## src/rtl/arcade_input_cond_pkg.sv

```systemverilog
// Shared constants for the arcade input conditioner: button bit map, coin FSM states
// and the fixed PS/2 scan-code table for player 0.
package arcade_input_pkg;

    localparam int unsigned BTN_R        = 0;
    localparam int unsigned BTN_L        = 1;
    localparam int unsigned BTN_D        = 2;
    localparam int unsigned BTN_U        = 3;
    localparam int unsigned BTN_F1       = 4;
    localparam int unsigned BTN_F2       = 5;
    localparam int unsigned BTN_F3       = 6;
    localparam int unsigned BTN_F4       = 7;
    localparam int unsigned BTN_S1       = 8;
    localparam int unsigned BTN_S2       = 9;
    localparam int unsigned BTN_COIN     = 10;
    localparam int unsigned NUM_STD_BTNS = 11;

    typedef enum logic [1:0] {
        COIN_IDLE  = 2'd0,
        COIN_PULSE = 2'd1,
        COIN_GAP   = 2'd2
    } coin_state_e;

    localparam logic [7:0] PS2_U      = 8'h75;
    localparam logic [7:0] PS2_D      = 8'h72;
    localparam logic [7:0] PS2_L      = 8'h6B;
    localparam logic [7:0] PS2_R      = 8'h74;
    localparam logic [7:0] PS2_F1     = 8'h14;
    localparam logic [7:0] PS2_F2     = 8'h11;
    localparam logic [7:0] PS2_F3     = 8'h29;
    localparam logic [7:0] PS2_F4     = 8'h12;
    localparam logic [7:0] PS2_S1_A   = 8'h05;
    localparam logic [7:0] PS2_S1_B   = 8'h16;
    localparam logic [7:0] PS2_S2_A   = 8'h06;
    localparam logic [7:0] PS2_S2_B   = 8'h1E;
    localparam logic [7:0] PS2_COIN_A = 8'h2E;
    localparam logic [7:0] PS2_COIN_B = 8'h36;

    // One-hot button mask for a scan code; unknown codes map to nothing.
    function automatic logic [NUM_STD_BTNS-1:0] ps2_decode(input logic [7:0] code);
        logic [NUM_STD_BTNS-1:0] hit;
        hit = '0;
        case (code)
            PS2_U:                  hit[BTN_U]    = 1'b1;
            PS2_D:                  hit[BTN_D]    = 1'b1;
            PS2_L:                  hit[BTN_L]    = 1'b1;
            PS2_R:                  hit[BTN_R]    = 1'b1;
            PS2_F1:                 hit[BTN_F1]   = 1'b1;
            PS2_F2:                 hit[BTN_F2]   = 1'b1;
            PS2_F3:                 hit[BTN_F3]   = 1'b1;
            PS2_F4:                 hit[BTN_F4]   = 1'b1;
            PS2_S1_A, PS2_S1_B:     hit[BTN_S1]   = 1'b1;
            PS2_S2_A, PS2_S2_B:     hit[BTN_S2]   = 1'b1;
            PS2_COIN_A, PS2_COIN_B: hit[BTN_COIN] = 1'b1;
            default:                hit           = '0;
        endcase
        return hit;
    endfunction

endpackage

```

## src/rtl/arcade_input_cond_if.sv

```systemverilog
// Source-side and core-side signal bundle of the arcade input conditioner.
interface arcade_input_cond_if #(
    parameter int unsigned NUM_PLAYERS = 2,
    parameter int unsigned NUM_BTNS    = 11
);
    logic [10:0]                     ps2_key;
    logic [NUM_PLAYERS*16-1:0]       joy_usb;
    logic [NUM_PLAYERS*16-1:0]       joy_ext;
    logic [NUM_PLAYERS-1:0]          ext_ena;
    logic                            merge_p1;
    logic [3:0]                      autofire_mask;
    logic [NUM_PLAYERS*NUM_BTNS-1:0] btn_l;
    logic [NUM_PLAYERS-1:0]          coin_l;
    logic [NUM_PLAYERS*8-1:0]        coin_count;

    modport master (
        output ps2_key, joy_usb, joy_ext, ext_ena, merge_p1, autofire_mask,
        input  btn_l, coin_l, coin_count
    );

    modport slave (
        input  ps2_key, joy_usb, joy_ext, ext_ena, merge_p1, autofire_mask,
        output btn_l, coin_l, coin_count
    );
endinterface

```

## src/rtl/arcade_input_cond_debounce.sv

```systemverilog
// Single-bit debouncer: the output follows raw only after DEB_CYC stable cycles.
// Output is held active-low so it can drive a core input pin directly.
module input_debounce #(
    parameter int unsigned DEB_CYC = 1024
) (
    input  logic clk,
    input  logic rst_n,
    input  logic raw,
    output logic deb_l
);
    localparam int unsigned CW = (DEB_CYC < 2) ? 1 : $clog2(DEB_CYC);

    logic          raw_q;
    logic [CW-1:0] cnt;

    always_ff @(posedge clk or negedge rst_n) begin
        if (!rst_n) begin
            raw_q <= 1'b0;
            cnt   <= '0;
            deb_l <= 1'b1;
        end else begin
            raw_q <= raw;
            if (raw_q == ~deb_l) begin
                cnt <= '0;
            end else if (cnt == CW'(DEB_CYC - 1)) begin
                deb_l <= ~raw_q;
                cnt   <= '0;
            end else begin
                cnt <= cnt + CW'(1);
            end
        end
    end
endmodule

```

## src/rtl/arcade_input_cond.sv

```systemverilog
// Per-player arcade input conditioner: source select, keyboard merge, debounce and coin shaping.
// Optional autofire gating on fire buttons is enabled by defining AUTOFIRE_EN.
module arcade_input_cond
    import arcade_input_pkg::*;
#(
    parameter int unsigned NUM_PLAYERS    = 2,
    parameter int unsigned NUM_BTNS       = 11,
    parameter int unsigned DEB_CYC        = 1024,
    parameter int unsigned COIN_PULSE_CYC = 250000,
    parameter int unsigned COIN_GAP_CYC   = 250000,
    parameter int unsigned AUTOFIRE_CYC   = 2000000
) (
    input  logic                clk_sys,
    input  logic                RESET_L,
    arcade_input_cond_if.slave  io
);
    localparam int unsigned NB   = NUM_BTNS;
    localparam int unsigned CMAX = (COIN_PULSE_CYC > COIN_GAP_CYC) ? COIN_PULSE_CYC : COIN_GAP_CYC;
    localparam int unsigned CCW  = (CMAX < 2) ? 1 : $clog2(CMAX);

    logic                        ps2_tog_q;
    logic [NUM_STD_BTNS-1:0]     kb_lat;
    logic [NUM_STD_BTNS-1:0]     kb_hit;
    logic [NUM_PLAYERS*NB-1:0]   raw_sel;
    logic [NUM_PLAYERS*NB-1:0]   raw_vec;
    logic [NB-1:0]               raw_or;
    logic [NUM_PLAYERS*NB-1:0]   deb_l;
    logic [NUM_PLAYERS-1:0]      coin_l_q;

    // Keyboard: each toggle of ps2_key[10] is one make/break event for the mapped button.
    assign kb_hit = ps2_decode(io.ps2_key[7:0]);

    always_ff @(posedge clk_sys or negedge RESET_L) begin
        if (!RESET_L) begin
            ps2_tog_q <= 1'b0;
            kb_lat    <= '0;
        end else begin
            ps2_tog_q <= io.ps2_key[10];
            if (io.ps2_key[10] != ps2_tog_q)
                kb_lat <= io.ps2_key[9] ? (kb_lat | kb_hit) : (kb_lat & ~kb_hit);
        end
    end

    // Raw select per player; keyboard joins player 0, optional merge of all players into player 0.
    always_comb begin
        raw_sel = '0;
        raw_or  = '0;
        for (int p = 0; p < int'(NUM_PLAYERS); p++) begin
            raw_sel[p*NB +: NB] = io.ext_ena[p] ? io.joy_ext[16*p +: NB] : io.joy_usb[16*p +: NB];
            if (p == 0)
                raw_sel[0 +: NB] = raw_sel[0 +: NB] | NB'(kb_lat);
            raw_or = raw_or | raw_sel[p*NB +: NB];
        end
        raw_vec = raw_sel;
        if (io.merge_p1)
            raw_vec[0 +: NB] = raw_or;
    end

    for (genvar i = 0; i < int'(NUM_PLAYERS*NB); i++) begin : g_deb
        input_debounce #(.DEB_CYC(DEB_CYC)) u_deb (
            .clk   (clk_sys),
            .rst_n (RESET_L),
            .raw   (raw_vec[i]),
            .deb_l (deb_l[i])
        );
    end

`ifdef AUTOFIRE_EN
    localparam int unsigned AFW = (AUTOFIRE_CYC < 2) ? 1 : $clog2(AUTOFIRE_CYC);
    logic           af_phase;
    logic [AFW-1:0] af_cnt;
    logic           af_held;

    always_comb begin
        af_held = 1'b0;
        for (int p = 0; p < int'(NUM_PLAYERS); p++)
            for (int f = 0; f < 4; f++)
                af_held = af_held | (io.autofire_mask[f] & ~deb_l[p*NB + BTN_F1 + f]);
    end

    // Phase restarts high on release so a fresh press fires immediately.
    always_ff @(posedge clk_sys or negedge RESET_L) begin
        if (!RESET_L) begin
            af_cnt   <= '0;
            af_phase <= 1'b1;
        end else if (!af_held) begin
            af_cnt   <= '0;
            af_phase <= 1'b1;
        end else if (af_cnt == AFW'(AUTOFIRE_CYC - 1)) begin
            af_cnt   <= '0;
            af_phase <= ~af_phase;
        end else begin
            af_cnt <= af_cnt + AFW'(1);
        end
    end
`else
    logic unused_af;
    assign unused_af = ^io.autofire_mask;
`endif

    logic unused_in;
    assign unused_in = ^{io.ps2_key[8], io.joy_usb, io.joy_ext};

    always_comb begin
        io.btn_l = deb_l;
        for (int p = 0; p < int'(NUM_PLAYERS); p++) begin
`ifdef AUTOFIRE_EN
            for (int f = 0; f < 4; f++)
                io.btn_l[p*NB + BTN_F1 + f] = deb_l[p*NB + BTN_F1 + f] | (io.autofire_mask[f] & ~af_phase);
`endif
            io.btn_l[p*NB + BTN_COIN] = coin_l_q[p];
        end
    end

    assign io.coin_l = coin_l_q;

    for (genvar p = 0; p < int'(NUM_PLAYERS); p++) begin : g_coin
        coin_state_e    state, state_nxt;
        logic [CCW-1:0] cnt, cnt_nxt;
        logic           pend, pend_nxt;
        logic           prev, coin_l_r, coin_l_nxt, inc_c;
        logic [7:0]     count;
        logic           coin_deb, rise;

        assign coin_deb = ~deb_l[p*NB + BTN_COIN];
        assign rise     = coin_deb & ~prev;

        always_ff @(posedge clk_sys or negedge RESET_L) begin
            if (!RESET_L) begin
                state    <= COIN_IDLE;
                cnt      <= '0;
                pend     <= 1'b0;
                prev     <= 1'b0;
                coin_l_r <= 1'b1;
                count    <= '0;
            end else begin
                state    <= state_nxt;
                cnt      <= cnt_nxt;
                pend     <= pend_nxt;
                prev     <= coin_deb;
                coin_l_r <= coin_l_nxt;
                if (inc_c)
                    count <= count + 8'd1;
            end
        end

        // Edges arriving while busy are remembered once and replayed after the gap.
        always_comb begin
            state_nxt = state;
            cnt_nxt   = cnt;
            pend_nxt  = pend;
            case (state)
                COIN_IDLE: begin
                    cnt_nxt = '0;
                    if (rise)
                        state_nxt = COIN_PULSE;
                end
                COIN_PULSE: begin
                    if (rise)
                        pend_nxt = 1'b1;
                    if (cnt == CCW'(COIN_PULSE_CYC - 1)) begin
                        state_nxt = COIN_GAP;
                        cnt_nxt   = '0;
                    end else begin
                        cnt_nxt = cnt + CCW'(1);
                    end
                end
                COIN_GAP: begin
                    if (rise)
                        pend_nxt = 1'b1;
                    if (cnt == CCW'(COIN_GAP_CYC - 1)) begin
                        cnt_nxt = '0;
                        if (pend) begin
                            state_nxt = COIN_PULSE;
                            pend_nxt  = 1'b0;
                        end else begin
                            state_nxt = COIN_IDLE;
                        end
                    end else begin
                        cnt_nxt = cnt + CCW'(1);
                    end
                end
                default: state_nxt = COIN_IDLE;
            endcase
        end

        always_comb begin
            coin_l_nxt = (state_nxt != COIN_PULSE);
            inc_c      = (state_nxt == COIN_PULSE) && (state != COIN_PULSE);
        end

        assign coin_l_q[p]              = coin_l_r;
        assign io.coin_count[8*p +: 8]  = count;
    end
endmodule

```

## src/flat_wrapper.sv

```systemverilog
// flat-port wrapper written by rule: the top's interface ports become plain ports
module arcade_input_cond_flat import arcade_input_pkg::*;
#(
    parameter int unsigned NUM_PLAYERS    = 2,
    parameter int unsigned NUM_BTNS       = 11,
    parameter int unsigned DEB_CYC        = 1024,
    parameter int unsigned COIN_PULSE_CYC = 250000,
    parameter int unsigned COIN_GAP_CYC   = 250000,
    parameter int unsigned AUTOFIRE_CYC   = 2000000
)
  (clk_sys, RESET_L, io_ps2_key, io_joy_usb, io_joy_ext, io_ext_ena, io_merge_p1, io_autofire_mask, io_btn_l, io_coin_l, io_coin_count);
  arcade_input_cond_if #(.NUM_PLAYERS(NUM_PLAYERS), .NUM_BTNS(NUM_BTNS)) io_i ();
  input  logic clk_sys;
  input  logic RESET_L;
  input wire logic [$bits(io_i.ps2_key)-1:0] io_ps2_key;
  input wire logic [$bits(io_i.joy_usb)-1:0] io_joy_usb;
  input wire logic [$bits(io_i.joy_ext)-1:0] io_joy_ext;
  input wire logic [$bits(io_i.ext_ena)-1:0] io_ext_ena;
  input wire logic [$bits(io_i.merge_p1)-1:0] io_merge_p1;
  input wire logic [$bits(io_i.autofire_mask)-1:0] io_autofire_mask;
  output wire logic [$bits(io_i.btn_l)-1:0] io_btn_l;
  output wire logic [$bits(io_i.coin_l)-1:0] io_coin_l;
  output wire logic [$bits(io_i.coin_count)-1:0] io_coin_count;
  assign io_i.ps2_key = io_ps2_key;
  assign io_i.joy_usb = io_joy_usb;
  assign io_i.joy_ext = io_joy_ext;
  assign io_i.ext_ena = io_ext_ena;
  assign io_i.merge_p1 = io_merge_p1;
  assign io_i.autofire_mask = io_autofire_mask;
  assign io_btn_l = io_i.btn_l;
  assign io_coin_l = io_i.coin_l;
  assign io_coin_count = io_i.coin_count;
  arcade_input_cond #(.NUM_PLAYERS(NUM_PLAYERS), .NUM_BTNS(NUM_BTNS), .DEB_CYC(DEB_CYC), .COIN_PULSE_CYC(COIN_PULSE_CYC), .COIN_GAP_CYC(COIN_GAP_CYC), .AUTOFIRE_CYC(AUTOFIRE_CYC)) u_core (.clk_sys(clk_sys), .RESET_L(RESET_L), .io(io_i));
endmodule
```

## config.mk

```make
export PLATFORM = sky130hd
export DESIGN_NAME = arcade_input_cond_flat
export DESIGN_NICKNAME = d
export VERILOG_FILES = /design/src/rtl/arcade_input_cond_pkg.sv /design/src/rtl/arcade_input_cond_if.sv /design/src/rtl/arcade_input_cond_debounce.sv /design/src/rtl/arcade_input_cond.sv /design/src/flat_wrapper.sv
export SDC_FILE = /design/constraint.sdc
export NUM_CORES = 1
export LEC_CHECK = 0
export BUFFER_PORTS_ARGS = -buffer_cell sky130_fd_sc_hd__buf_2
export CORE_MARGIN = 10
export CORE_UTILIZATION = 35
export DETAILED_ROUTE_END_ITERATION = 16
export SYNTH_ARGS = -nofsm -noshare
export SYNTH_HDL_FRONTEND = slang
export SYNTH_SLANG_ARGS = --single-unit
```

## constraint.sdc

```tcl
create_clock -name clk_sys -period 6.4 [get_ports clk_sys]
set_input_delay 0.32 -clock clk_sys [delete_from_list [all_inputs] [get_ports clk_sys]]
set_output_delay 0.32 -clock clk_sys [all_outputs]
set_load 0.005 [all_outputs]
```

==> flow_summary.json <==
{
  "outcome": "finished clean",
  "maxCapViolCount": 0,
  "min_delay_path_depth": 2,
  "clkLatencyLatePin_ns": 0.53,
  "cp.required_ns": 6.80,
  "cp_top_family": "simple AND/OR/NAND/NOR gates",
  "row_count": 77,
  "synth_cells": 1537,
  "max-slew-margin-rel": 0.345,
  "number_of_failing_setup_endpoints_in_the_final_timing_report": 0,
  "cp_max_fo": 8,
  "syn-mean-instance-area_sq_um": 10.2,
  "floorplan.die.height_um": 232,
  "synth_warnings": 0,
  "mappedNetlistArea_sq_um": 15700,
  "path_cells": "ha_1, nor4bb_4, and4_4, a311o_1, or4b_1, nor2_1, mux2_2",
  "via_per_inst": 4.65,
  "ys_seq_area_frac": 0.541,
  "die_w_um": 232,
  "synth.lib_cells_used.distinct": 57,
  "pwr_density_cell_nw_per_um2": 256,
  "drt-initial-drc-count": 444,
  "startpoint_types": "register",
  "min_period_ns": 2.79,
  "drive_gt1_frac": 0.144,
  "worst_ep_arrival_time_ns": 3.19,
  "netSwitchingPower_mw": 1.04,
  "num_cts_buffers": 38,
  "synth_commonest_cells": "sky130_fd_sc_hd__nor2_1 (322), sky130_fd_sc_hd__dfrtp_1 (314), sky130_fd_sc_hd__xor2_1 (135), sky130_fd_sc_hd__nand3_1 (108), sky130_fd_sc_hd__nand2_1 (102)",
  "synth_to_layout_area_growth_pct": 13.8,
  "clock_tree_buffer_depth": 3,
  "design.core.area_sq_um": 44300,
  "yosysTopAreaCell": "sky130_fd_sc_hd__dfrtp_1",
  "worstMarginPinSlew_ns": 0.982,
  "power.static_leakage_nw": 8.14,
  "timing.setup.critical_path_class": "reg -> reg",
  "synth_ff_type": "sky130_fd_sc_hd__dfrtp_1",
  "hold_viol_final": 0,
  "power.total_mw": 4.57,
  "detail_route.wl_per_cell_um": 13.0,
  "count_of_antenna_violating_nets_left_after_detailed_routing": 0,
  "worstSetupPathDepth": 7,
  "peakVddDrop_mv": 0.190,
  "hp-class": "in -> reg",
  "cts-root-buf": "sky130_fd_sc_hd__clkbuf_16",
  "place.gp.congestion": 0.787,
  "grt_pass1_wl_mm": 50.6,
  "total_drc_errors_in_the_routed_layout": 0,
  "internal-power_mw": 3.52,
  "period_utilization": 0.436,
  "grt_pass1_vias": 10700,
  "path_clk_slew_ns": 0.06,
  "combinationalPowerShare": 0.049,
  "grt_overflow_total": 0,
  "cts_repair_resize_count": 0,
  "cp_slowest_stage_delay_ns": 0.72,
  "total_wirelength_mm": 29.1,
  "dpl.hpwl_mm": 20.0,
  "initial_utilization": 0.354,
  "type_of_element_capturing_the_critical_path": "register",
  "clock.fmax_mhz": 358,
  "tritoncts_clock_tree": "done",
  "initial_antenna_violation_count": 1,
  "switching_share_of_total_power": 0.229,
  "io_buffer_count": 98,
  "io_pins": 124,
  "num_antenna_cells": 0,
  "grt_use_total": 0.110,
  "synth-edff-count": 0,
  "yosysMostFrequentCell": "sky130_fd_sc_hd__nor2_1",
  "cts_post_setup_buffers_inserted": 0,
  "ys_seq_elements": 338,
  "fin_tns_setup_ns": 0,
  "finalMaxSlewViolations": 0,
  "first_pass_drt_iterations": 4,
  "design.final.nets": 1737,
  "worst_r2r_path_depth": 7,
  "synthDominantCellAreaShare": 0.501,
  "cpMaxStageDelayCell": "sky130_fd_sc_hd__or4b_1",
  "final.setup_skew_ns": 0.0201,
  "clock_group_share_of_total_power": 0.458,
  "synth.top_cells.by_area": "sky130_fd_sc_hd__dfrtp_1 (50%), sky130_fd_sc_hd__nor2_1 (7.7%), sky130_fd_sc_hd__xor2_1 (7.5%)",
  "mappedNetlistNets": 1655,
  "cts_sinks": 338,
  "clock_tree.htree_level_count": 2,
  "rsz0062_at_grt": "no",
  "timing.critical_path.buf_inv": 0,
  "sequentialPowerShare": 0.493,
  "grt_start_max_net_pins": 176,
  "synth-async-reset-ratio": 1.00,
  "vias": 10400,
  "design.die.area_sq_um": 53700
}
-- cells in the final DEF (no fill, tap or decap), types with 3 or more instances in the layout --
| cell | instances |
|---|---|
| sky130_fd_sc_hd__nor2_1 | 322 |
| sky130_fd_sc_hd__dfrtp_1 | 314 |
| sky130_fd_sc_hd__xor2_1 | 135 |
| sky130_fd_sc_hd__nand3_1 | 108 |
| sky130_fd_sc_hd__nand2_1 | 102 |
| sky130_fd_sc_hd__xnor2_1 | 97 |
| sky130_fd_sc_hd__buf_2 | 97 |
| sky130_fd_sc_hd__and3_1 | 63 |
| sky130_fd_sc_hd__inv_1 | 39 |
| sky130_fd_sc_hd__clkbuf_16 | 39 |
| sky130_fd_sc_hd__o21ai_0 | 37 |
| sky130_fd_sc_hd__mux2_2 | 35 |
| sky130_fd_sc_hd__ha_1 | 34 |
| sky130_fd_sc_hd__dfstp_2 | 24 |
| sky130_fd_sc_hd__nand4_1 | 23 |
| sky130_fd_sc_hd__a21oi_1 | 22 |
| sky130_fd_sc_hd__nand2b_1 | 17 |
| sky130_fd_sc_hd__nor3_1 | 13 |
| sky130_fd_sc_hd__or2_2 | 12 |
| sky130_fd_sc_hd__a211o_1 | 11 |
| sky130_fd_sc_hd__clkbuf_8 | 10 |
| sky130_fd_sc_hd__clkbuf_1 | 10 |
| sky130_fd_sc_hd__and2_1 | 9 |
| sky130_fd_sc_hd__clkinv_2 | 7 |
| sky130_fd_sc_hd__nor2b_1 | 5 |
| sky130_fd_sc_hd__nor4b_1 | 4 |
| sky130_fd_sc_hd__nor4_1 | 4 |
| sky130_fd_sc_hd__o31ai_1 | 4 |
| sky130_fd_sc_hd__and4_1 | 3 |
| sky130_fd_sc_hd__nand3b_1 | 3 |
| sky130_fd_sc_hd__nor3b_1 | 3 |
-- cells by family (layout without fill, tap and decap cells) --
group	Yosys count	after routing	synth area share
and+or+nand+nor	707	707	0.211
DFF	338	338	0.541
xor gates and xnor gates	232	232	0.129
buffers and inverters	99	210	0.0307
AOI/OAI and AO/OA	91	91	0.0351
muxes	36	36	0.0257
adders and majority gates	34	34	0.0271
-- metrics by stage --
stage,area [sq um],instances,hold slack [ns],utilization,setup WS (ns)
after global placement,16600,2169,0.407,0.375,3.65
after CTS,17900,2240,0.0172,0.403,3.60
after global routing,17900,2240,0.0307,0.403,3.50
after detailed placement,16600,2169,0.416,0.375,3.62
final,17900,2240,0.0505,0.403,3.61
after floorplan,15700,1537,0.0244,-,3.83
-- worst register-to-register path, stage by stage (launching register included) --
cell                       delay [ns]
sky130_fd_sc_hd__dfrtp_1         0.41
sky130_fd_sc_hd__ha_1            0.26
sky130_fd_sc_hd__nor4bb_4        0.17
sky130_fd_sc_hd__and4_4          0.20
sky130_fd_sc_hd__a311o_1         0.32
sky130_fd_sc_hd__or4b_1          0.72
sky130_fd_sc_hd__nor2_1          0.24
sky130_fd_sc_hd__mux2_2          0.35
-- worst paths after layout --
kind | startpoint | to | slack (ns)
setup / recovery | u_core.g_coin[0].cnt[0] | u_core.g_coin[0].count[1] | 3.61
setup reg to reg | u_core.g_coin[0].cnt[0] | u_core.g_coin[0].count[1] | 3.61
hold / removal | io_joy_ext[23] | u_core.g_deb[18].u_deb.raw_q | 0.05
max in group asynchronous | RESET_L | async pin | 4.50
min in group asynchronous | RESET_L | u_core.g_coin[1].count[2] | 0.42
hold reg to reg | u_core.g_deb[18].u_deb.raw_q | u_core.g_deb[18].u_deb.deb_l | 0.42
-- flip-flops by register name, indices dropped and copies added, names as in the netlist, named ones only --
| register | cells |
|---|---|
| u_core.g_coin.cnt | 36 |
| u_core.g_coin.coin_l_r | 2 |
| u_core.g_coin.count | 16 |
| u_core.g_coin.pend | 2 |
| u_core.g_coin.prev | 2 |
| u_core.g_coin.state | 4 |
| u_core.g_deb.u_deb.cnt | 220 |
| u_core.g_deb.u_deb.deb_l | 22 |
| u_core.g_deb.u_deb.raw_q | 22 |
| u_core.ps2_tog_q | 1 |
-- power by group through the flow --
stage,Combinational (mW),Sequential [mW],Clock [mW]
final,0.225,2.25,2.09
after global routing,0.266,2.26,2.26
after CTS,0.235,2.25,2.18
after detailed placement,0.232,2.29,0
after global placement,0.228,2.28,0
after floorplan,0.137,2.27,0
-- what timing repair did --
action | CTS | global route
setup endpoints to repair | 0 | 0
hold buffers | 2 | 0
endpoints found under the hold margin | 95 | 0
-- final cells by class --
type / instances / area (sq um)
clock inverters: 10 / 60.1
well taps: 592 / 741
fillers: 4382 / 26500
flip-flops and latches: 338 / 8490
clock buffers: 59 / 1150
multi-input cells: 1100 / 6730
inverters: 39 / 146
repair buffers: 102 / 548
-- per-layer routing --
metal | track usage | part of all wire | wire length (um)
met5 | 0 | 0 | 0
met4 | 0.0321 | 0.020 | 583
met1 | 0.142 | 0.47 | 13700
met2 | 0.181 | 0.46 | 13500
met3 | 0.0266 | 0.044 | 1290
Power figures use the tool's default switching activity.
